**src/rtl/alu_status_unit.sv**
```systemverilog
// Status stage after the ALU: registered result, NZCV flags, condition evaluation and a flags
// save stack. Optional overflow event counter is enabled by defining ALU_STATUS_OVF_CNT_EN.
module alu_status_unit #(
    parameter int unsigned DATA_W      = 32,
    parameter int unsigned STACK_DEPTH = 4
) (
    input  logic              clk,
    input  logic              rst,
    input  logic [DATA_W-1:0] alu_res,
    input  logic              alu_z,
    input  logic              alu_n,
    input  logic              alu_c,
    input  logic              alu_v,
    input  logic              res_we,
    input  logic              flags_we,
    input  logic              push,
    input  logic              pop,
    input  logic              err_clr,
    input  logic [3:0]        cond,
    output logic [DATA_W-1:0] alu_out,
    output logic [3:0]        flags,
    output logic              cond_pass,
    output logic              stk_full,
    output logic              stk_empty,
    output logic              stk_err,
    output logic [15:0]       ovf_count
);

    localparam int unsigned PtrW = $clog2(STACK_DEPTH);
    localparam int unsigned CntW = PtrW + 1;

    logic [DATA_W-1:0] alu_out_q, alu_out_d;
    logic [3:0]        flags_q, flags_d;
    logic [CntW-1:0]   cnt_q, cnt_d;
    logic              stk_err_q, stk_err_d;
    logic [3:0]        stack_q [STACK_DEPTH];

    logic            full, empty, push_ok, pop_ok, err_ev;
    logic [PtrW-1:0] top_idx;
    logic            fn, fz, fc, fv;

    assign full    = (cnt_q == CntW'(STACK_DEPTH));
    assign empty   = (cnt_q == '0);
    assign push_ok = push && !pop && !full;
    assign pop_ok  = pop && !push && !empty;
    assign err_ev  = (push && pop) || (push && full) || (pop && empty);
    assign top_idx = cnt_q[PtrW-1:0] - PtrW'(1);

    always_comb begin
        alu_out_d = alu_out_q;
        if (res_we) begin
            alu_out_d = alu_res;
        end
        // A successful pop takes precedence over a same-cycle flags_we.
        flags_d = flags_q;
        if (pop_ok) begin
            flags_d = stack_q[top_idx];
        end else if (flags_we) begin
            flags_d = {alu_n, alu_z, alu_c, alu_v};
        end
        cnt_d = cnt_q;
        if (push_ok) begin
            cnt_d = cnt_q + CntW'(1);
        end else if (pop_ok) begin
            cnt_d = cnt_q - CntW'(1);
        end
        stk_err_d = stk_err_q;
        if (err_ev) begin
            stk_err_d = 1'b1;
        end else if (err_clr) begin
            stk_err_d = 1'b0;
        end
    end

    always_ff @(posedge clk) begin
        if (rst) begin
            alu_out_q <= '0;
            flags_q   <= '0;
            cnt_q     <= '0;
            stk_err_q <= 1'b0;
        end else begin
            alu_out_q <= alu_out_d;
            flags_q   <= flags_d;
            cnt_q     <= cnt_d;
            stk_err_q <= stk_err_d;
        end
    end

    // Stack storage needs no reset; only entries below cnt are ever read.
    always_ff @(posedge clk) begin
        if (!rst && push_ok) begin
            stack_q[cnt_q[PtrW-1:0]] <= flags_q;
        end
    end

    assign {fn, fz, fc, fv} = flags_q;

    always_comb begin
        cond_pass = 1'b0;
        case (cond)
            4'h0: cond_pass = fz;
            4'h1: cond_pass = !fz;
            4'h2: cond_pass = fc;
            4'h3: cond_pass = !fc;
            4'h4: cond_pass = fn;
            4'h5: cond_pass = !fn;
            4'h6: cond_pass = fv;
            4'h7: cond_pass = !fv;
            4'h8: cond_pass = fc && !fz;
            4'h9: cond_pass = !fc || fz;
            4'hA: cond_pass = (fn == fv);
            4'hB: cond_pass = (fn != fv);
            4'hC: cond_pass = !fz && (fn == fv);
            4'hD: cond_pass = fz || (fn != fv);
            4'hE: cond_pass = 1'b1;
            default: cond_pass = 1'b0;
        endcase
    end

`ifdef ALU_STATUS_OVF_CNT_EN
    logic [15:0] ovf_q, ovf_d;

    // Counts even when a pop overrides the flag write.
    always_comb begin
        ovf_d = ovf_q;
        if (flags_we && alu_v && (ovf_q != 16'hFFFF)) begin
            ovf_d = ovf_q + 16'd1;
        end
    end

    always_ff @(posedge clk) begin
        if (rst) begin
            ovf_q <= '0;
        end else begin
            ovf_q <= ovf_d;
        end
    end

    assign ovf_count = ovf_q;
`else
    assign ovf_count = 16'h0000;
`endif

    assign alu_out   = alu_out_q;
    assign flags     = flags_q;
    assign stk_full  = full;
    assign stk_empty = empty;
    assign stk_err   = stk_err_q;

endmodule

```
**config.mk**
```make
export PLATFORM = sky130hd
export DESIGN_NAME = alu_status_unit
export DESIGN_NICKNAME = d
export VERILOG_FILES = /design/src/rtl/alu_status_unit.sv
export SDC_FILE = /design/constraint.sdc
export NUM_CORES = 1
export LEC_CHECK = 0
export CELL_PAD_IN_SITES_DETAIL_PLACEMENT = 1
export CELL_PAD_IN_SITES_GLOBAL_PLACEMENT = 1
export CORE_MARGIN = 2
export CORE_UTILIZATION = 30
export CTS_CLUSTER_SIZE = 12
export DETAILED_ROUTE_END_ITERATION = 6
export MAX_ROUTING_LAYER = met4
export PLACE_DENSITY = 0.76
export SLEW_MARGIN = 20
export SYNTH_ARGS = -nofsm -noshare
export SYNTH_HDL_FRONTEND = slang
export SYNTH_SLANG_ARGS = --single-unit
```
**constraint.sdc**
```tcl
create_clock -name clk -period 3.84 [get_ports clk]
set_input_delay 0.384 -clock clk [delete_from_list [all_inputs] [get_ports clk]]
set_output_delay 0.384 -clock clk [all_outputs]
set_load 0.03 [all_outputs]
```
==> impl_metrics.py, run 1 <==
metrics = {
    "logic_synthesis": {
        "postSynthAreaPerCell_um2": 11.4,
        "syn_area_mm2": 0.00252,
        "synth_edf_count": 16,
        "synthFlopType": "dfxtp_1",
        "postSynth.asyncResetShare_pct": 0,
        "synth_cell_types": 40,
        "synth.ff_latch_count": 56,
        "synth-seq-area-share_pct": 50.8,
        "synth_cells": 222,
        "yosysWarnings": 0,
    },
    "setup_path": {
        "cp-start-kind": "input pin",
        "crit_type": "in -> out",
        "cpMaxStageDelayCell": "clkdlybuf4s50_1",
        "path_cells": "clkdlybuf4s50_1 -> mux2i_1 -> xor2_1 -> or3_1 -> o2111ai_1 -> clkdlybuf4s50_1",
        "critical-path-max-stage-delay_ns": 0.70,
        "critical_path_arrival_ns": 2.38,
        "cp_max_fo": 7,
        "critPathMostFrequentCell": "clkdlybuf4s50_1",
        "crit_required_ns": 3.46,
        "endpoint_kind": "primary output",
    },
    "layout": {
        "nets": 354,
        "area.sequential_mm2": 0.00128,
        "final_common_cell": "clkdlybuf4s50_1",
        "drive_above_1_share_pct": 5.28,
        "fillCellCount": 898,
        "multi_input_area_mm2": 0.00109,
        "fin_cells": 408,
        "mostFrequentLayoutCells": "clkdlybuf4s50_1, nor2_1, dfxtp_1",
        "antenna_cells": 0,
        "fin_area_mm2": 0.00349,
        "area_growth_pct": 38.5,
    },
    "routing": {
        "drt-total-wl_um": 5820,
        "viasPerCell": 4.52,
        "avgRoutedWirePerCell_um": 14.3,
        "drcViolationCount": 0,
        "vias": 1844,
        "antenna_left": 0,
        "drt_first_pass_iters": 4,
        "drtIter0Drc": 112,
    },
    "floorplanning": {
        "die_w_um": 95.7,
        "ios": 103,
        "rows": 33,
        "die-height_um": 95.7,
        "fp.dieArea_mm2": 0.00916,
        "coreArea_mm2": 0.00818,
        "initial_utilization_pct": 30.9,
    },
    "clock_network": {
        "cts_tree": "built",
        "clockBufferDepth": 2,
        "cts.repair.resized": 0,
        "numCtsBuffers": 5,
        "insertion_delay_ns": 0.30,
        "root_buffer": "clkbuf_8",
        "h-tree-depth": 2,
        "cts_sinks": 56,
        "post_cts_buffers": 0,
        "cts-hold-fix-buffers": 0,
        "clk_pin_slew_worst_paths_ns": 0.09,
    },
    "flow_run": {
        "drv_cap": 0,
    },
    "placement": {
        "placed_cells_incl_taps": 400,
        "dpl-instance-area_mm2": 0.00339,
        "io_buffers": 86,
        "dp_hpwl_um": 4360,
        "gp_congestion": 0.701,
    },
    "power": {
        "peakVddDrop_v": 0.000197,
        "power_frac_seq_pct": 47.1,
        "switching_share_pct": 29.5,
        "p_clk_share_pct": 25.6,
        "p_per_area_mw_per_mm2": 420,
        "p_total_w": 0.00147,
        "combinationalPowerShare_pct": 27.3,
        "p_leak_nw": 1.40,
        "p_int_w": 0.00104,
        "p_sw_w": 0.000433,
    },
    "grt": {
        "grt_pass1_wl_um": 9180,
        "grt_max_degree": 39,
        "antenna_found_initial": 0,
        "grt_usage_pct": 13.3,
        "overflow": 0,
        "grt_pass1_vias": 1915,
    },
    "timing": {
        "layout_min_cycle_time_ns": 2.76,
        "tightest_slew_ns": 0.970,
        "finalSetupViolCount": 0,
        "fin_hold_ws_ns": 0.504,
        "rsz0062_at_grt": "no",
        "hold_violations": 0,
        "skew_ns": 0.0120,
        "slew-limit-headroom_pct": 35.3,
        "fin_tns_setup_ns": 0,
        "drv_slew": 0,
        "post-route-period-util_pct": 71.9,
        "fmaxAchievable_mhz": 362,
    },
    "worst_hold_path": {
        "hold_path.class": "reg -> reg",
    },
    "outcome": {
        "status": "finished, final reports clean",
    },
}
flip-flops by register name, summed over array words and instances, names as in the netlist:
signal and cells:
alu_out 32, stack_q 16, flags 4, cnt_q 3
stk_err 1
worst max-delay path, delay by kind of cell:
family	cells	cell delay, ns
buf+inv	2	1.29
simple gates	1	0.31
mux	1	0.24
xor+xnor	1	0.08
compound gates	1	0.08
cells by family after synthesis:
family                     synth area share, %
buffers and inverters                     8.13
other                                    0.149
muxes                                     19.1
DFF                                       50.8
and+or+nand+nor                           11.9
AOI/OAI and AO/OA                         5.11
adders and majority gates                 2.78
xor gates and xnor gates                  2.08
layout make-up:
type	count	area share (%)
clock buffers	7	2.18
well taps	105	3.76
multi-input cells	147	31.3
repair buffers	87	24.7
flip-flops and latches	56	36.7
inverters	5	0.537
clock inverters	1	0.859
power groups by stage:
stage               combinational, W  sequential, W  clock (W)
finish                      0.000401       0.000691   0.000377
global route                0.000437       0.000700   0.000409
CTS                         0.000408       0.000693   0.000393
detailed placement          0.000405       0.000706          0
global placement            0.000398       0.000703          0
floorplan                   0.000222       0.000745          0
layer usage:
| metal | share of wire (%) | track usage, % | routed length [um] |
|---|---|---|---|
| met1 | 42 | 15.9 | 2440 |
| met4 | 0.91 | 2.86 | 53 |
| met5 | 0 | - | 0 |
| met2 | 49 | 22.0 | 2870 |
| met3 | 7.9 | 4.39 | 459 |
worst paths after layout:
check | startpoint | to | slack, ns | cells past startpoint
min reg2reg | alu_out[21]$_SDFFE_PP0P_ | alu_out[21]$_SDFFE_PP0P_ | 0.50 | 2
max | cond[2] | cond_pass | 1.08 | 6
min | alu_out[21]$_SDFFE_PP0P_ | alu_out[21]$_SDFFE_PP0P_ | 0.50 | 2
max reg2reg | cnt_q[0]$_SDFFE_PP0P_ | cnt_q[2]$_SDFFE_PP0P_ | 1.25 | 8
stage by stage:
step           worst slack (ns)  util, %
5_1_grt                   0.956     42.7
6_report                   1.08     42.7
2_1_floorplan              1.51        -
4_1_cts                    1.07     42.7
3_5_place_dp               1.08     41.4
3_3_place_gp               1.09     41.4
synth_stat cells, drive strengths merged, types with 3 or more instances:
cell / n / area, um^2
and2: 4 / 25.0
clkbuf: 4 / 15.0
buf: 25 / 171
xor2: 3 / 26.3
mux4: 4 / 101
nand2: 3 / 11.3
xnor2: 3 / 26.3
nand2b: 3 / 18.8
dfxtp: 40 / 801
a211oi: 5 / 57.6
inv: 5 / 18.8
ha: 4 / 50.1
nor3: 3 / 15.0
nor2: 41 / 154
mux2i: 38 / 380
edfxtp: 16 / 480
Power figures use the tool's default switching activity.
==> run 2: changes to the inputs <==
==> constraint.sdc (replaced) <==
create_clock -name clk -period 2.6 [get_ports clk]
set_input_delay 0.26 -clock clk [delete_from_list [all_inputs] [get_ports clk]]
set_output_delay 0.26 -clock clk [all_outputs]
set_load 0.03 [all_outputs]
==> impl_metrics.py, run 2 (synthesis results as in run 1) <==
metrics = {
    "setup_path": {
        "endpoint_kind": "register",
        "setup.reg_to_reg.worst_slack_ns": 0.37,
        "crit_required_ns": 2.83,
        "r2r-start": "cnt_q[1]$_SDFFE_PP0P_",
        "cp_max_fo": 5,
        "critical-path-max-stage-delay_ns": 0.44,
        "cp-start-kind": "register",
        "crit_type": "reg -> reg",
        "critical_path_arrival_ns": 2.47,
        "cpMaxStageDelayCell": "fa_1",
        "r2r-end": "cnt_q[2]$_SDFFE_PP0P_",
        "reg2reg_depth": 8,
        "path_cells": "inv_1 -> ha_1 -> and2_1 -> or2_1 -> fa_1 -> nor3_1 -> a311oi_1 -> a211oi_1",
    },
    "timing": {
        "tightest_slew_ns": 0.935,
        "fmaxAchievable_mhz": 448,
        "drv_slew": 0,
        "hold_violations": 0,
        "slew-limit-headroom_pct": 37.6,
        "fin_tns_setup_ns": 0,
        "rsz0062_at_grt": "no",
        "skew_ns": 0.00767,
        "finalSetupViolCount": 0,
        "layout_min_cycle_time_ns": 2.23,
        "post-route-period-util_pct": 85.9,
    },
    "clock_network": {
        "root_buffer": "clkbuf_8",
        "cts_sinks": 56,
        "h-tree-depth": 2,
        "clk_pin_slew_worst_paths_ns": 0.10,
        "cts_tree": "built",
        "numCtsBuffers": 5,
        "insertion_delay_ns": 0.31,
        "clockBufferDepth": 2,
    },
    "floorplanning": {
        "fp.dieArea_mm2": 0.00916,
        "rows": 33,
        "coreArea_mm2": 0.00818,
        "die_w_um": 95.7,
        "die-height_um": 95.7,
        "ios": 103,
        "initial_utilization_pct": 30.9,
    },
    "grt": {
        "overflow": 0,
        "grt_pass1_vias": 1938,
        "grt_max_degree": 41,
        "antenna_found_initial": 0,
        "grt_usage_pct": 13.3,
        "grt_pass1_wl_um": 9140,
    },
    "layout": {
        "fin_area_mm2": 0.00350,
        "antenna_cells": 0,
        "final_util_pct": 42.8,
        "nets": 357,
        "drive_above_1_share_pct": 7.19,
        "final_common_cell": "clkdlybuf4s50_1",
        "largest_reg_flops": 32,
        "mostFrequentLayoutCells": "clkdlybuf4s50_1, nor2_1, dfxtp_1",
        "area_growth_pct": 38.8,
    },
    "placement": {
        "io_buffers": 86,
        "dp_hpwl_um": 4410,
        "dpl-instance-area_mm2": 0.00341,
        "gp_congestion": 0.704,
    },
    "worst_hold_path": {
        "hold_start": "alu_out[20]$_SDFFE_PP0P_",
        "hold_path.class": "reg -> reg",
        "hold_end": "alu_out[20]$_SDFFE_PP0P_",
        "holdPathStages": 2,
    },
    "power": {
        "peakVddDrop_v": 0.000267,
        "p_per_area_mw_per_mm2": 597,
        "p_leak_nw": 1.42,
        "p_total_w": 0.00209,
    },
    "routing": {
        "drt-total-wl_um": 5830,
        "viasPerCell": 4.41,
        "drcViolationCount": 0,
        "avgRoutedWirePerCell_um": 14.2,
        "drtIter0Drc": 83,
        "vias": 1811,
        "drt_first_pass_iters": 4,
        "antenna_left": 0,
    },
    "outcome": {
        "status": "finished, final reports clean",
    },
    "flow_run": {
        "drv_cap": 0,
    },
}
[run 2: timing repair]
action                                 CTS  global route
resized for setup                        0             2
buffers inserted                         0             0
endpoints found under the hold margin    0             0
hold buffers                             0             0
setup endpoints to repair                0             1
[run 2: critical path, delay by kind of cell (launching register included)]
| kind | cells | cell delay (ns) |
|---|---|---|
| adder cells (fa/ha/maj) | 2 | 0.69 |
| flip-flops | 1 | 0.43 |
| AND/OR/NAND/NOR | 3 | 0.68 |
| buffers and inverters | 1 | 0.09 |
| AO/OA/AOI/OAI | 2 | 0.27 |
[run 2: final cells by class]
class                   count  area (um^2)
well taps                 105          131
multi-input cells         147         1090
repair buffers             90          888
inverters                   5         18.8
clock inverters             3         18.8
flip-flops and latches     56         1280
fillers                   902         4670
clock buffers               5         68.8
[run 2: per-layer routing]
layer	track usage, %	wire length, um	up-vias
met4	3.57	42	0
met2	21.6	2780	66
met3	4.46	453	4
met5	-	0	-
li1	-	-	894
met1	16.0	2550	847
[run 2: worst max-delay path by stage]
stage                          startpoint               endpoint  cells past startpoint
floorplan           cnt_q[0]$_SDFFE_PP0P_  cnt_q[2]$_SDFFE_PP0P_                      9
global placement                  cond[2]              cond_pass                      6
detailed placement                cond[2]              cond_pass                      6
CTS                               cond[2]              cond_pass                      6
global route        cnt_q[1]$_SDFFE_PP0P_  cnt_q[2]$_SDFFE_PP0P_                      8
finish              cnt_q[1]$_SDFFE_PP0P_  cnt_q[2]$_SDFFE_PP0P_                      8
[run 2: power breakdown]
part,internal (W),total (W),switching [W]
Sequential,0.000960,0.00101,0.0000466
Clock,0.000189,0.000470,0.000281
Combinational,0.000289,0.000614,0.000325
Total,0.00144,0.00209,0.000653
[run 2: metrics by stage]
step | worst slack [ns] | cells | hold WS (ns)
2_1_floorplan | 0.271 | 237 | 0.407
3_3_place_gp | 0.0869 | 403 | 0.471
3_5_place_dp | 0.0294 | 403 | 0.487
4_1_cts | 0.0232 | 411 | 0.513
5_1_grt | 0.120 | 411 | 0.539
6_report | 0.366 | 411 | 0.507
==> run 3: changes to the inputs <==
--- a/config.mk
+++ b/config.mk
@@ -11,7 +11,6 @@
 export CORE_UTILIZATION = 30
 export CTS_CLUSTER_SIZE = 12
 export DETAILED_ROUTE_END_ITERATION = 6
-export MAX_ROUTING_LAYER = met4
 export PLACE_DENSITY = 0.76
 export SLEW_MARGIN = 20
 export SYNTH_ARGS = -nofsm -noshare
==> impl_metrics.py, run 3 (synthesis results as in run 1) <==
metrics = {
    "clock_network": {
        "cts_tree": "built",
        "cts_sinks": 56,
        "post_cts_buffers": 0,
        "h-tree-depth": 2,
        "root_buffer": "clkbuf_8",
        "clk_pin_slew_worst_paths_ns": 0.10,
        "clockBufferDepth": 2,
        "numCtsBuffers": 5,
        "insertion_delay_ns": 0.31,
    },
    "setup_path": {
        "cp_max_fo": 5,
        "path_cells": "inv_1 -> ha_1 -> and2_1 -> or2_1 -> fa_1 -> nor3_1 -> a311oi_1 -> a211oi_1",
        "endpoint_kind": "register",
        "cpMaxStageDelayCell": "fa_1",
        "critical_path_arrival_ns": 2.46,
        "crit_type": "reg -> reg",
        "critical-path-max-stage-delay_ns": 0.44,
        "cp-start-kind": "register",
        "crit_required_ns": 2.83,
    },
    "grt": {
        "grt_max_degree": 41,
        "overflow": 0,
        "grt_pass1_vias": 1931,
        "grt_pass1_wl_um": 9180,
        "antenna_found_initial": 0,
        "grt_usage_pct": 13.0,
    },
    "routing": {
        "drt_first_pass_iters": 4,
        "drcViolationCount": 0,
        "antenna_left": 0,
        "viasPerCell": 4.40,
        "drtIter0Drc": 78,
        "avgRoutedWirePerCell_um": 14.2,
        "drt-total-wl_um": 5830,
        "vias": 1807,
    },
    "placement": {
        "io_buffers": 86,
        "gp_congestion": 0.696,
        "dp_hpwl_um": 4410,
        "dpl-instance-area_mm2": 0.00341,
    },
    "floorplanning": {
        "fp.dieArea_mm2": 0.00916,
        "ios": 103,
        "rows": 33,
        "initial_utilization_pct": 30.9,
        "die_w_um": 95.7,
        "die-height_um": 95.7,
        "coreArea_mm2": 0.00818,
    },
    "layout": {
        "drive_above_1_share_pct": 7.19,
        "antenna_cells": 0,
        "nets": 357,
        "largest_reg_flops": 32,
        "final_common_cell": "clkdlybuf4s50_1",
        "area_growth_pct": 38.8,
        "fin_area_mm2": 0.00350,
        "mostFrequentLayoutCells": "clkdlybuf4s50_1, nor2_1, dfxtp_1",
        "fillCellCount": 902,
    },
    "timing": {
        "drv_slew": 0,
        "skew_ns": 0.00897,
        "slew-limit-headroom_pct": 37.7,
        "finalSetupViolCount": 0,
        "layout_min_cycle_time_ns": 2.23,
        "fin_tns_setup_ns": 0,
        "rsz0062_at_grt": "no",
        "post-route-period-util_pct": 85.8,
        "fmaxAchievable_mhz": 448,
        "tightest_slew_ns": 0.935,
        "hold_violations": 0,
    },
    "outcome": {
        "status": "finished, final reports clean",
    },
    "power": {
        "p_per_area_mw_per_mm2": 597,
        "p_total_w": 0.00209,
        "p_leak_nw": 1.42,
        "peakVddDrop_v": 0.000268,
    },
    "worst_hold_path": {
        "hold_path.class": "reg -> reg",
    },
    "flow_run": {
        "drv_cap": 0,
    },
}
[run 3: cell counts in the layout (fill, tap and decap cells not counted)]
Identical to the previous run, type by type.
[run 3: cell type report]
| class | instances | area [um^2] | share of cell area (%) |
|---|---|---|---|
| Clock buffer | 5 | 68.8 | 1.96 |
| Clock inverter | 3 | 18.8 | 0.536 |
| Inverter | 5 | 18.8 | 0.536 |
| Multi-Input combinational cell | 147 | 1090 | 31.2 |
| Sequential cell | 56 | 1280 | 36.6 |
| Tap cell | 105 | 131 | 3.75 |
| Timing Repair Buffer | 90 | 888 | 25.4 |
[run 3: timing repair]
action / in CTS / in global routing
resized for setup: 0 / 2
endpoints found under the setup margin: 0 / 1
hold buffers: 0 / 0
hold endpoints to repair: 0 / 0
[run 3: critical path, delay by kind of cell (launching register included)]
kind / cells / cell delay [ns]
DFF: 1 / 0.43
and+or+nand+nor: 3 / 0.68
adders and majority gates: 2 / 0.69
buffers and inverters: 1 / 0.09
AOI/OAI and AO/OA: 2 / 0.27
[run 3: layer usage]
| metal | global-route usage (%) | vias to the layer above | part of all wire (%) |
|---|---|---|---|
| met4 | 3.57 | 0 | 0.72 |
| met1 | 15.2 | 839 | 42 |
| met3 | 5.79 | 4 | 9.6 |
| met5 | 0 | - | 0 |
| met2 | 21.6 | 69 | 48 |
| li1 | - | 895 | - |
[run 3: path summary, 6_finish.rpt]
| path | start | depth (start not counted) | endpoint | slack [ns] |
|---|---|---|---|---|
| setup / recovery | cnt_q[1]$_SDFFE_PP0P_ | 8 | cnt_q[2]$_SDFFE_PP0P_ | 0.37 |
| hold / removal | alu_out[13]$_SDFFE_PP0P_ | 2 | alu_out[13]$_SDFFE_PP0P_ | 0.51 |
| hold reg to reg | alu_out[13]$_SDFFE_PP0P_ | 2 | alu_out[13]$_SDFFE_PP0P_ | 0.51 |
| setup reg to reg | cnt_q[1]$_SDFFE_PP0P_ | 8 | cnt_q[2]$_SDFFE_PP0P_ | 0.37 |
[run 3: stage by stage]
step                utilization (%)  setup slack (ns)  hold WS, ns  std cells
CTS                            42.8            0.0232        0.513        411
global route                   42.8             0.120        0.539        411
detailed placement             41.7            0.0294        0.487        403
finish                         42.8             0.369        0.507        411
floorplan                         -             0.271        0.407        237
global placement               41.7            0.0869        0.471        403
[run 3: power by group]
part           leakage (nW)  internal (W)  switching (W)  total (W)
logic                 0.896      0.000289       0.000326   0.000615
clock network        0.0479      0.000189       0.000280   0.000469
registers             0.478      0.000960      0.0000465    0.00101
total                  1.42       0.00144       0.000653    0.00209
